$ cat config.mk
export PLATFORM = sky130hd
export DESIGN_NAME = hls_txn_loop_monitor
export DESIGN_NICKNAME = d
export VERILOG_FILES = /design/src/rtl/hls_txn_loop_monitor.sv
export SDC_FILE = /design/constraint.sdc
export NUM_CORES = 1
export LEC_CHECK = 0
export CORE_MARGIN = 5
export CORE_UTILIZATION = 36
export CTS_CLUSTER_DIAMETER = 80
export DETAILED_ROUTE_END_ITERATION = 7
export MAX_ROUTING_LAYER = met4
export PLACE_DENSITY_LB_ADDON = 0.08
export SYNTH_ARGS = -nofsm -noshare
export SYNTH_HDL_FRONTEND = slang
export SYNTH_SLANG_ARGS = --single-unit
$ cat constraint.sdc
create_clock -name clock -period 2.95 [get_ports clock]
set_clock_uncertainty 0.15 [all_clocks]
set_input_delay 0.4425 -clock clock [delete_from_list [all_inputs] [get_ports clock]]
set_output_delay 0.4425 -clock clock [all_outputs]
set_load 0.05 [all_outputs]
$ cat src/rtl/hls_txn_loop_monitor.sv
// Activity monitor for one HLS kernel with a single II=1 pipelined loop.
// Observes ap_* handshake, loop taps and FSM state; keeps saturating counters.
//
// Ports:
//   clock, reset (async, active-low)
//   ap_start/ap_ready/ap_done/ap_continue : kernel block handshake (observed)
//   cur_state, iter_start/iter_end/quit_state : FSM state and event codes
//   *_block, *_enable : pipeline stall and enable taps
//   loop_start/ready/done/continue, quit_at_end : loop handshake
//   finish : freezes the monitor until reset
//   mod_state, loop_active, *_cnt, busy_cycles, *_pulse, frozen : status
module hls_txn_loop_monitor #(
  parameter int STATE_W = 3,
  parameter int CNT_W   = 32
) (
  input  logic               clock,
  input  logic               reset,
  input  logic               ap_start,
  input  logic               ap_ready,
  input  logic               ap_done,
  input  logic               ap_continue,
  input  logic [STATE_W-1:0] cur_state,
  input  logic [STATE_W-1:0] iter_start_state,
  input  logic [STATE_W-1:0] iter_end_state,
  input  logic [STATE_W-1:0] quit_state,
  input  logic               iter_start_block,
  input  logic               iter_end_block,
  input  logic               quit_block,
  input  logic               iter_start_enable,
  input  logic               iter_end_enable,
  input  logic               quit_enable,
  input  logic               loop_start,
  input  logic               loop_ready,
  input  logic               loop_done,
  input  logic               loop_continue,
  input  logic               quit_at_end,
  input  logic               finish,
  output logic [1:0]         mod_state,
  output logic               loop_active,
  output logic [CNT_W-1:0]   txn_start_cnt,
  output logic [CNT_W-1:0]   txn_done_cnt,
  output logic [CNT_W-1:0]   iter_start_cnt,
  output logic [CNT_W-1:0]   iter_end_cnt,
  output logic [CNT_W-1:0]   stall_cnt,
  output logic [CNT_W-1:0]   busy_cycles,
  output logic               iter_start_pulse,
  output logic               iter_end_pulse,
  output logic               quit_pulse,
  output logic               frozen
);

  typedef enum logic [1:0] {
    S_IDLE = 2'd0,
    S_BUSY = 2'd1,
    S_WAIT = 2'd2
  } state_t;

  localparam logic [CNT_W-1:0] ONE = {{(CNT_W-1){1'b0}}, 1'b1};

  state_t           r_state;
  state_t           w_state_nx;
  logic             w_inc_ts;
  logic             w_inc_td;
  logic             w_busy;

  logic             w_ev_is;
  logic             w_ev_ie;
  logic             w_ev_q;
  logic             w_ev_stall;
  logic             w_loop_clr;

  logic             r_frozen;
  logic             r_loop;
  logic             r_p_is;
  logic             r_p_ie;
  logic             r_p_q;

  logic [CNT_W-1:0] r_ts;
  logic [CNT_W-1:0] r_td;
  logic [CNT_W-1:0] r_is;
  logic [CNT_W-1:0] r_ie;
  logic [CNT_W-1:0] r_st;
  logic [CNT_W-1:0] r_busy;

  // Informational handshakes that do not affect any state.
  logic w_unused;
  assign w_unused = ^{ap_ready, loop_ready};

  function automatic logic [CNT_W-1:0] f_sat(
    input logic [CNT_W-1:0] v,
    input logic             inc
  );
    if (inc && (v != {CNT_W{1'b1}}))
      return v + ONE;
    return v;
  endfunction

  // Loop event decode from FSM state and pipeline taps.
  assign w_ev_is = (cur_state == iter_start_state)
                 & iter_start_enable
                 & ~iter_start_block;
  assign w_ev_ie = (cur_state == iter_end_state)
                 & iter_end_enable
                 & ~iter_end_block;
  assign w_ev_q  = (cur_state == quit_state)
                 & quit_enable
                 & ~quit_block
                 & quit_at_end;
  assign w_ev_stall = (cur_state == iter_start_state)
                    & iter_start_block
                    & (iter_start_enable | iter_end_enable);

  assign w_loop_clr = (loop_done & loop_continue) | w_ev_q;
  assign w_busy     = (r_state != S_IDLE);

  // Transaction FSM: next state and counter strobes.
  always_comb begin
    w_state_nx = r_state;
    w_inc_ts   = 1'b0;
    w_inc_td   = 1'b0;
    unique case (r_state)
      S_IDLE: begin
        if (ap_start) begin
          w_state_nx = S_BUSY;
          w_inc_ts   = 1'b1;
        end
      end
      S_BUSY: begin
        if (ap_done) begin
          if (ap_continue) begin
            w_inc_td = 1'b1;
            if (ap_start)
              w_inc_ts = 1'b1;
            else
              w_state_nx = S_IDLE;
          end else begin
            w_state_nx = S_WAIT;
          end
        end
      end
      S_WAIT: begin
        // A new ap_start is not accepted until the result is consumed.
        if (ap_continue) begin
          w_inc_td   = 1'b1;
          w_state_nx = S_IDLE;
        end
      end
      default: w_state_nx = S_IDLE;
    endcase
  end

  always_ff @(posedge clock or negedge reset) begin
    if (!reset) begin
      r_state <= S_IDLE;
    end else if (!r_frozen) begin
      r_state <= w_state_nx;
    end
  end

  always_ff @(posedge clock or negedge reset) begin
    if (!reset) begin
      r_frozen <= 1'b0;
    end else if (finish) begin
      r_frozen <= 1'b1;
    end
  end

  // Clear has priority over a simultaneous loop_start.
  always_ff @(posedge clock or negedge reset) begin
    if (!reset) begin
      r_loop <= 1'b0;
    end else if (!r_frozen) begin
      if (w_loop_clr)
        r_loop <= 1'b0;
      else if (loop_start)
        r_loop <= 1'b1;
    end
  end

  always_ff @(posedge clock or negedge reset) begin
    if (!reset) begin
      r_p_is <= 1'b0;
      r_p_ie <= 1'b0;
      r_p_q  <= 1'b0;
    end else if (r_frozen) begin
      r_p_is <= 1'b0;
      r_p_ie <= 1'b0;
      r_p_q  <= 1'b0;
    end else begin
      r_p_is <= w_ev_is;
      r_p_ie <= w_ev_ie;
      r_p_q  <= w_ev_q;
    end
  end

  always_ff @(posedge clock or negedge reset) begin
    if (!reset) begin
      r_ts   <= '0;
      r_td   <= '0;
      r_is   <= '0;
      r_ie   <= '0;
      r_st   <= '0;
      r_busy <= '0;
    end else if (!r_frozen) begin
      r_ts   <= f_sat(r_ts, w_inc_ts);
      r_td   <= f_sat(r_td, w_inc_td);
      r_is   <= f_sat(r_is, w_ev_is);
      r_ie   <= f_sat(r_ie, w_ev_ie);
      r_st   <= f_sat(r_st, w_ev_stall);
      r_busy <= f_sat(r_busy, w_busy);
    end
  end

  assign mod_state      = r_state;
  assign loop_active    = r_loop;
  assign txn_start_cnt  = r_ts;
  assign txn_done_cnt   = r_td;
  assign iter_start_cnt = r_is;
  assign iter_end_cnt   = r_ie;
  assign stall_cnt      = r_st;
  assign busy_cycles    = r_busy;
  assign frozen         = r_frozen;

  // The pulse captured on the finish edge is masked once frozen.
  assign iter_start_pulse = r_p_is & ~r_frozen;
  assign iter_end_pulse   = r_p_ie & ~r_frozen;
  assign quit_pulse       = r_p_q  & ~r_frozen;

endmodule

**Word-level counts from Yosys, hierarchy flattened**

Cells that the tools add are included.

- Register bits after elaboration: 199
- Input bits: 30
- Output and inout port bits: 199
- Logic and storage cells: 105

- Add/sub/neg operators: 6
- Eq/ne operators: 15
- Multiplexer cells: 36
- Bitwise operators: 19
- Reductions and logical operators: 17

Operators by type and width:

| kind | number |
|---|---|
| $add 32x1->32 const B | 6 |
| $mux 32 | 6 |
| $ne 32x32->1 const B | 6 |
| $mux 1 | 22 |
| $reduce_and 2->1 | 7 |
| $and 1x1->1 | 13 |
| $mux 2 | 5 |
| $eq 3x3->1 | 3 |
| $logic_and 1x1->1 | 6 |
| $ne 2x2->1 const B | 3 |
| $pmux 2 s3 | 1 |
| $reduce_and 5->1 | 1 |
| $not 1->1 | 4 |
| $pmux 1 s2 | 2 |
| $reduce_bool 2->1 | 2 |
| $ne 3x3->1 const B | 1 |
| $eq 2x1->1 const B | 1 |
| $eq 2x2->1 const B | 1 |
| $logic_not 2->1 | 1 |
| $or 1x1->1 | 2 |

**Longest topological paths before layout**

- Depth in word-level cells: 8
- Gate-level depth with buffers: 9
- Gate-level depth less buffers: 8

**Worst setup path before layout**

Ideal clock, no wire load.

- Path type: reg-to-reg
- Start: register r_state[0] (netlist: mod_state[0])
- End: register r_td[25] (netlist: txn_done_cnt[25])
- Setup time: 0.146 ns
- Arrival time: 2.510 ns
- Data required time: 2.654 ns
- Slack: 0.144 ns
- Cell stages (with the launch flop): 8
- Buffers on the path: 0
- Clock period less this slack: 2.806 ns
- Path through: dfrtp_1 > inv_1 > ha_1 > nand3b_1 > or4_1 > or4_4 > nor4_1 > xor2_1

- Longest elaborated chain between the ends: 6
- Elaborated cells between the ends (all ways): 7
- Classes of those cells: eq/ne (2); mux (3); reduce/logical (2)

RTL lines:

| element | line | source |
|---|---|---|
| start: declaration | 60 | `state_t r_state;` |
| start signal: assignment | 156 | `r_state <= w_state_nx;` |
| $eq 2x2->1 or $eq 2x1->1 (tied branches) | 121 | `unique case (r_state)` |
| $pmux 1 s2 * | 121 |  |
| $logic_and 1x1->1 * | 93 | `if (inc && (v != {CNT_W{1'b1}}))` |
| $mux 1 * | 93 |  |
| $mux 1 * | 204 | `end else if (!r_frozen) begin` |
| $reduce_and 2->1 (no source line) * | -- |  |
| end signal: assignment | 206 | `r_td <= f_sat(r_td, w_inc_td);` |
| end: declaration | 79 | `logic [CNT_W-1:0] r_td;` |

Mark *: on every way between the ends. The rest lies on a longest branch, timed or not. The select of a mux whose other input is x is not followed.
A chain may end at the register's enable or synchronous reset.

**Worst setup path in the final report**

- Start: register r_frozen (netlist: frozen)
- End: output iter_start_pulse

- Longest elaborated chain between the ends: 2

RTL lines:

| element | line | source |
|---|---|---|
| start: declaration | 72 | `logic r_frozen;` |
| start signal: assignment | 162 | `r_frozen <= 1'b0;` |
| start signal: assignment | 164 | `r_frozen <= 1'b1;` |
| $not 1->1 (no source line) | -- |  |
| $and 1x1->1 | 225 | `assign iter_start_pulse = r_p_is & ~r_frozen;` |
| end: declaration | 46 | `output logic iter_start_pulse,` |

Every way passes these cells.

==> results.txt <==
The fmax is 365 MHz. The finished cells cover 13100 sq um. Counting cells, the worst reg-to-reg path comes to 8.

Number of clock sinks: 199. The commonest cells after synthesis are 199 x dfrtp_1, 111 x xnor2_1, 93 x nand2_1. Hold-critical path depth: 1. The tools report the initial antenna violation count as 0. The count of input and output buffers is 226. The area fraction of the dominant cell type after synthesis was 52.0%. In the synthesized netlist the dominant register cell turns out to be dfrtp_1. For this block, the via count after detailed routing is 7581. Counting buffers and inverters, the worst setup path is 3 cells deep.

In this run the remaining antenna-violating nets after routing total 0. The largest single stage delay on the critical path is 0.84 ns. Clock tree synthesis selected as its root buffer the cell clkbuf_16.

On the critical path, the stage with the largest delay is an instance of clkdlybuf4s50_1. The average instance area after synthesis was 10.6 sq um. In this run, CTS created clock tree buffers numbering 17. The via-per-instance ratio was 4.98; the average wire per standard cell was 16.3 um. Clock-pin slew was measured on the worst setup and hold paths at 0.07 ns. The number of buffer and inverter instances along the worst setup path came out at 2.

The min-delay analysis places its worst path in the category register to register. The run gives 7637 as the number of global-route vias before repair. At the later pin of the worst-skew pair, clock insertion delay measures 0.43 ns. Of the synthesized area, sequential elements account for 52.0%.

The total length of routed wires is 24700 um, and the estimated wirelength of the detail-placed design is 18700 um. In this run the power density over the cells is 405 nW/um^2. The cell area after synthesis is 9590 sq um, and the maximum number of pins on one net before global-route repair is 71. TritonCTS built the clock tree. Final number of setup-violating endpoints: 0. The share of synthesized registers carrying an async set or reset is 100%. Data on the critical path is required at its endpoint by 2.36 ns.

The flow ran to the end, and the final reports show no timing, DRC or antenna violations. The synthesized design contains 0 enable-type register cells. Along the worst path, the maximum fanout reaches 8. For this run, design rule violations remaining after detail routing come to 0. Post-synthesis to final-layout area growth: 36.3%. The die is 173 um wide.

Counting flops and latches in the post-synthesis netlist gives 199. The die covers 30000 sq um. The effective utilization at floorplan is 36.7%. During I/O placement, the number of pins put on the boundary was 229. Among all cell types in the netlist, the one instantiated most often is dfrtp_1.

The remaining max-slew budget at the tightest pin was 44.7%. Summed over all cells, the static leakage comes to 0.00563 uW. The height of the die is 173 um, and the standard-cell row count is 59.

For the worst-case vdd ir drop, the log shows 0.359 mV. The number of warnings issued by yosys came out at 0. For the aggregate global routing overflow, the log shows 0.

Data arrives at the worst endpoint at 2.15 ns. Library cell with the largest summed area after synthesis: dfrtp_1. At the pin with the least slew margin, the transition time is 0.820 ns. The placed instances occupy a cell area of 12500 sq um.

No sink is reached through more buffers than the 2 on the longest clock path. The number of DRC markers in iteration 0 is 391. Final count of pins violating max slew: 0.

Overall power consumption after layout is estimated at 5290 uW. 0 antenna diodes ended up in the layout. The worst register-to-register path has a setup slack of 0.31 ns. The critical path goes through buf_4, nor2b_1, clkdlybuf4s50_1. After the last flow step, the layout net total stands at 1216. In the post-synthesis netlist, the biggest area contributors are dfrtp_1 52%, xnor2_1 10%, xor2_1 6.4%.

The H-tree generated during clock tree synthesis spans 4 levels. For the cell count after synthesis, the log shows 905. The category of cells accounting for the largest share of critical-path delay is buffers and inverters. The logs give 0 for the final hold violation count and 57 for the count of unique library cells instantiated by Yosys.

The logs give 41000 um for the global-route wire length before repair and 945 for the post-synth net total. The core region is 26100 sq um. For the finished layout, the period the worst path requires is 2.74 ns.

The tool flagged a number of max-cap violations equal to 0. The category of the worst setup path capture point was an output pin. For the routability congestion estimate from global placement, the log shows 0.791.

The worst setup path is of the register to output pin kind. Setup repair after global routing left no endpoint under its margin. The number of setup buffers added after CTS is 0. Share of the clock period used by the worst path: 92.8%. Category of the worst setup path launch point: a register.

For the number of detailed-routing iterations run before antenna repair, the log shows 4. In the global route stage, overall resource usage came out at 17.1%. The post-route netlist has 8.00% of its cells at a drive strength greater than 1.
[per-stage QoR]
| step | setup WS, ns | cells | hold slack, ns | setup TNS (ns) | util [%] |
|---|---|---|---|---|---|
| 2_1_floorplan | 0.144 | 905 | -0.00309 | 0 | - |
| 3_3_place_gp | 0.0275 | 1491 | 0.325 | 0 | 47.9 |
| 3_5_place_dp | -0.000291 | 1491 | 0.332 | -0.000291 | 47.9 |
| 4_1_cts | 0.158 | 1522 | 0.348 | 0 | 50.0 |
| 5_1_grt | 0.0807 | 1522 | 0.362 | 0 | 50.0 |
| 6_report | 0.212 | 1522 | 0.344 | 0 | 50.0 |
[per-layer routing]
layer	share of wire [%]	wire (um)	track usage, %
met1	48	11800	22.8
met2	45	11200	26.0
met3	6.0	1480	4.65
met4	1.0	257	4.46
met5	0	0	-
[report_power, final]
part           internal, uW  leakage [uW]  switching, uW  total, uW
sequential             2740       0.00273           20.7       2760
combinational           102       0.00263            177        279
clock                  1130      0.000267           1110       2240
total                  3970       0.00563           1310       5290
[worst paths after layout]
path,from,endpoint
min in group asynchronous,reset,txn_done_cnt[27]$_DFFE_PN0P_
hold reg to reg,iter_start_cnt[18]$_DFFE_PN0P_,iter_start_cnt[18]$_DFFE_PN0P_
hold / removal,iter_start_cnt[18]$_DFFE_PN0P_,iter_start_cnt[18]$_DFFE_PN0P_
setup reg to reg,mod_state[1]$_DFFE_PN0P_,txn_start_cnt[24]$_DFFE_PN0P_
max in group asynchronous,reset,iter_start_cnt[5]$_DFFE_PN0P_
setup / recovery,frozen$_DFFE_PN0P_,iter_start_pulse
[sequential cells by signal (all words and copies together), names as in the netlist]
| signal | count |
|---|---|
| iter_end_cnt | 32 |
| frozen | 1 |
| iter_start_cnt | 32 |
| busy_cycles | 32 |
| stall_cnt | 32 |
| r_p_is | 1 |
| loop_active | 1 |
| txn_start_cnt | 32 |
| txn_done_cnt | 32 |
| mod_state | 2 |
| r_p_ie | 1 |
| r_p_q | 1 |
[cell type report]
cell class / count / area (sq um)
clock buffer: 18 / 439
multi-input combinational: 676 / 4490
timing repair buffer: 259 / 2540
inverter: 23 / 86.3
sequential: 199 / 4980
clock inverter: 12 / 113
fill: 2468 / 13100
tap: 335 / 419
[cell families after synthesis]
| family | Yosys count | share of synthesized area, % |
|---|---|---|
| xor+xnor | 181 | 16.5 |
| mux | 8 | 0.940 |
| flops | 199 | 52.0 |
| buf+inv | 30 | 1.23 |
| fa+ha+maj | 10 | 1.31 |
| compound gates | 38 | 3.16 |
| simple gates | 439 | 24.9 |
[cell usage in the layout (no fill, tap or decap), drive strengths merged, types with 29 or more instances in the layout]
cell type / count
nor3: 40
dfrtp: 199
buf: 32
nand3: 85
nor2: 61
clkdlybuf4s50: 225
xnor2: 111
nand4: 47
nand2: 93
xor2: 70
inv: 29
[timing repair]
item / 4_1_cts / 5_1_grt
hold endpoints to repair: 63 / 0
hold buffers: 1 / 0
gates resized for setup: 0 / 0
No activity file was read; power rests on OpenSTA's default activity.
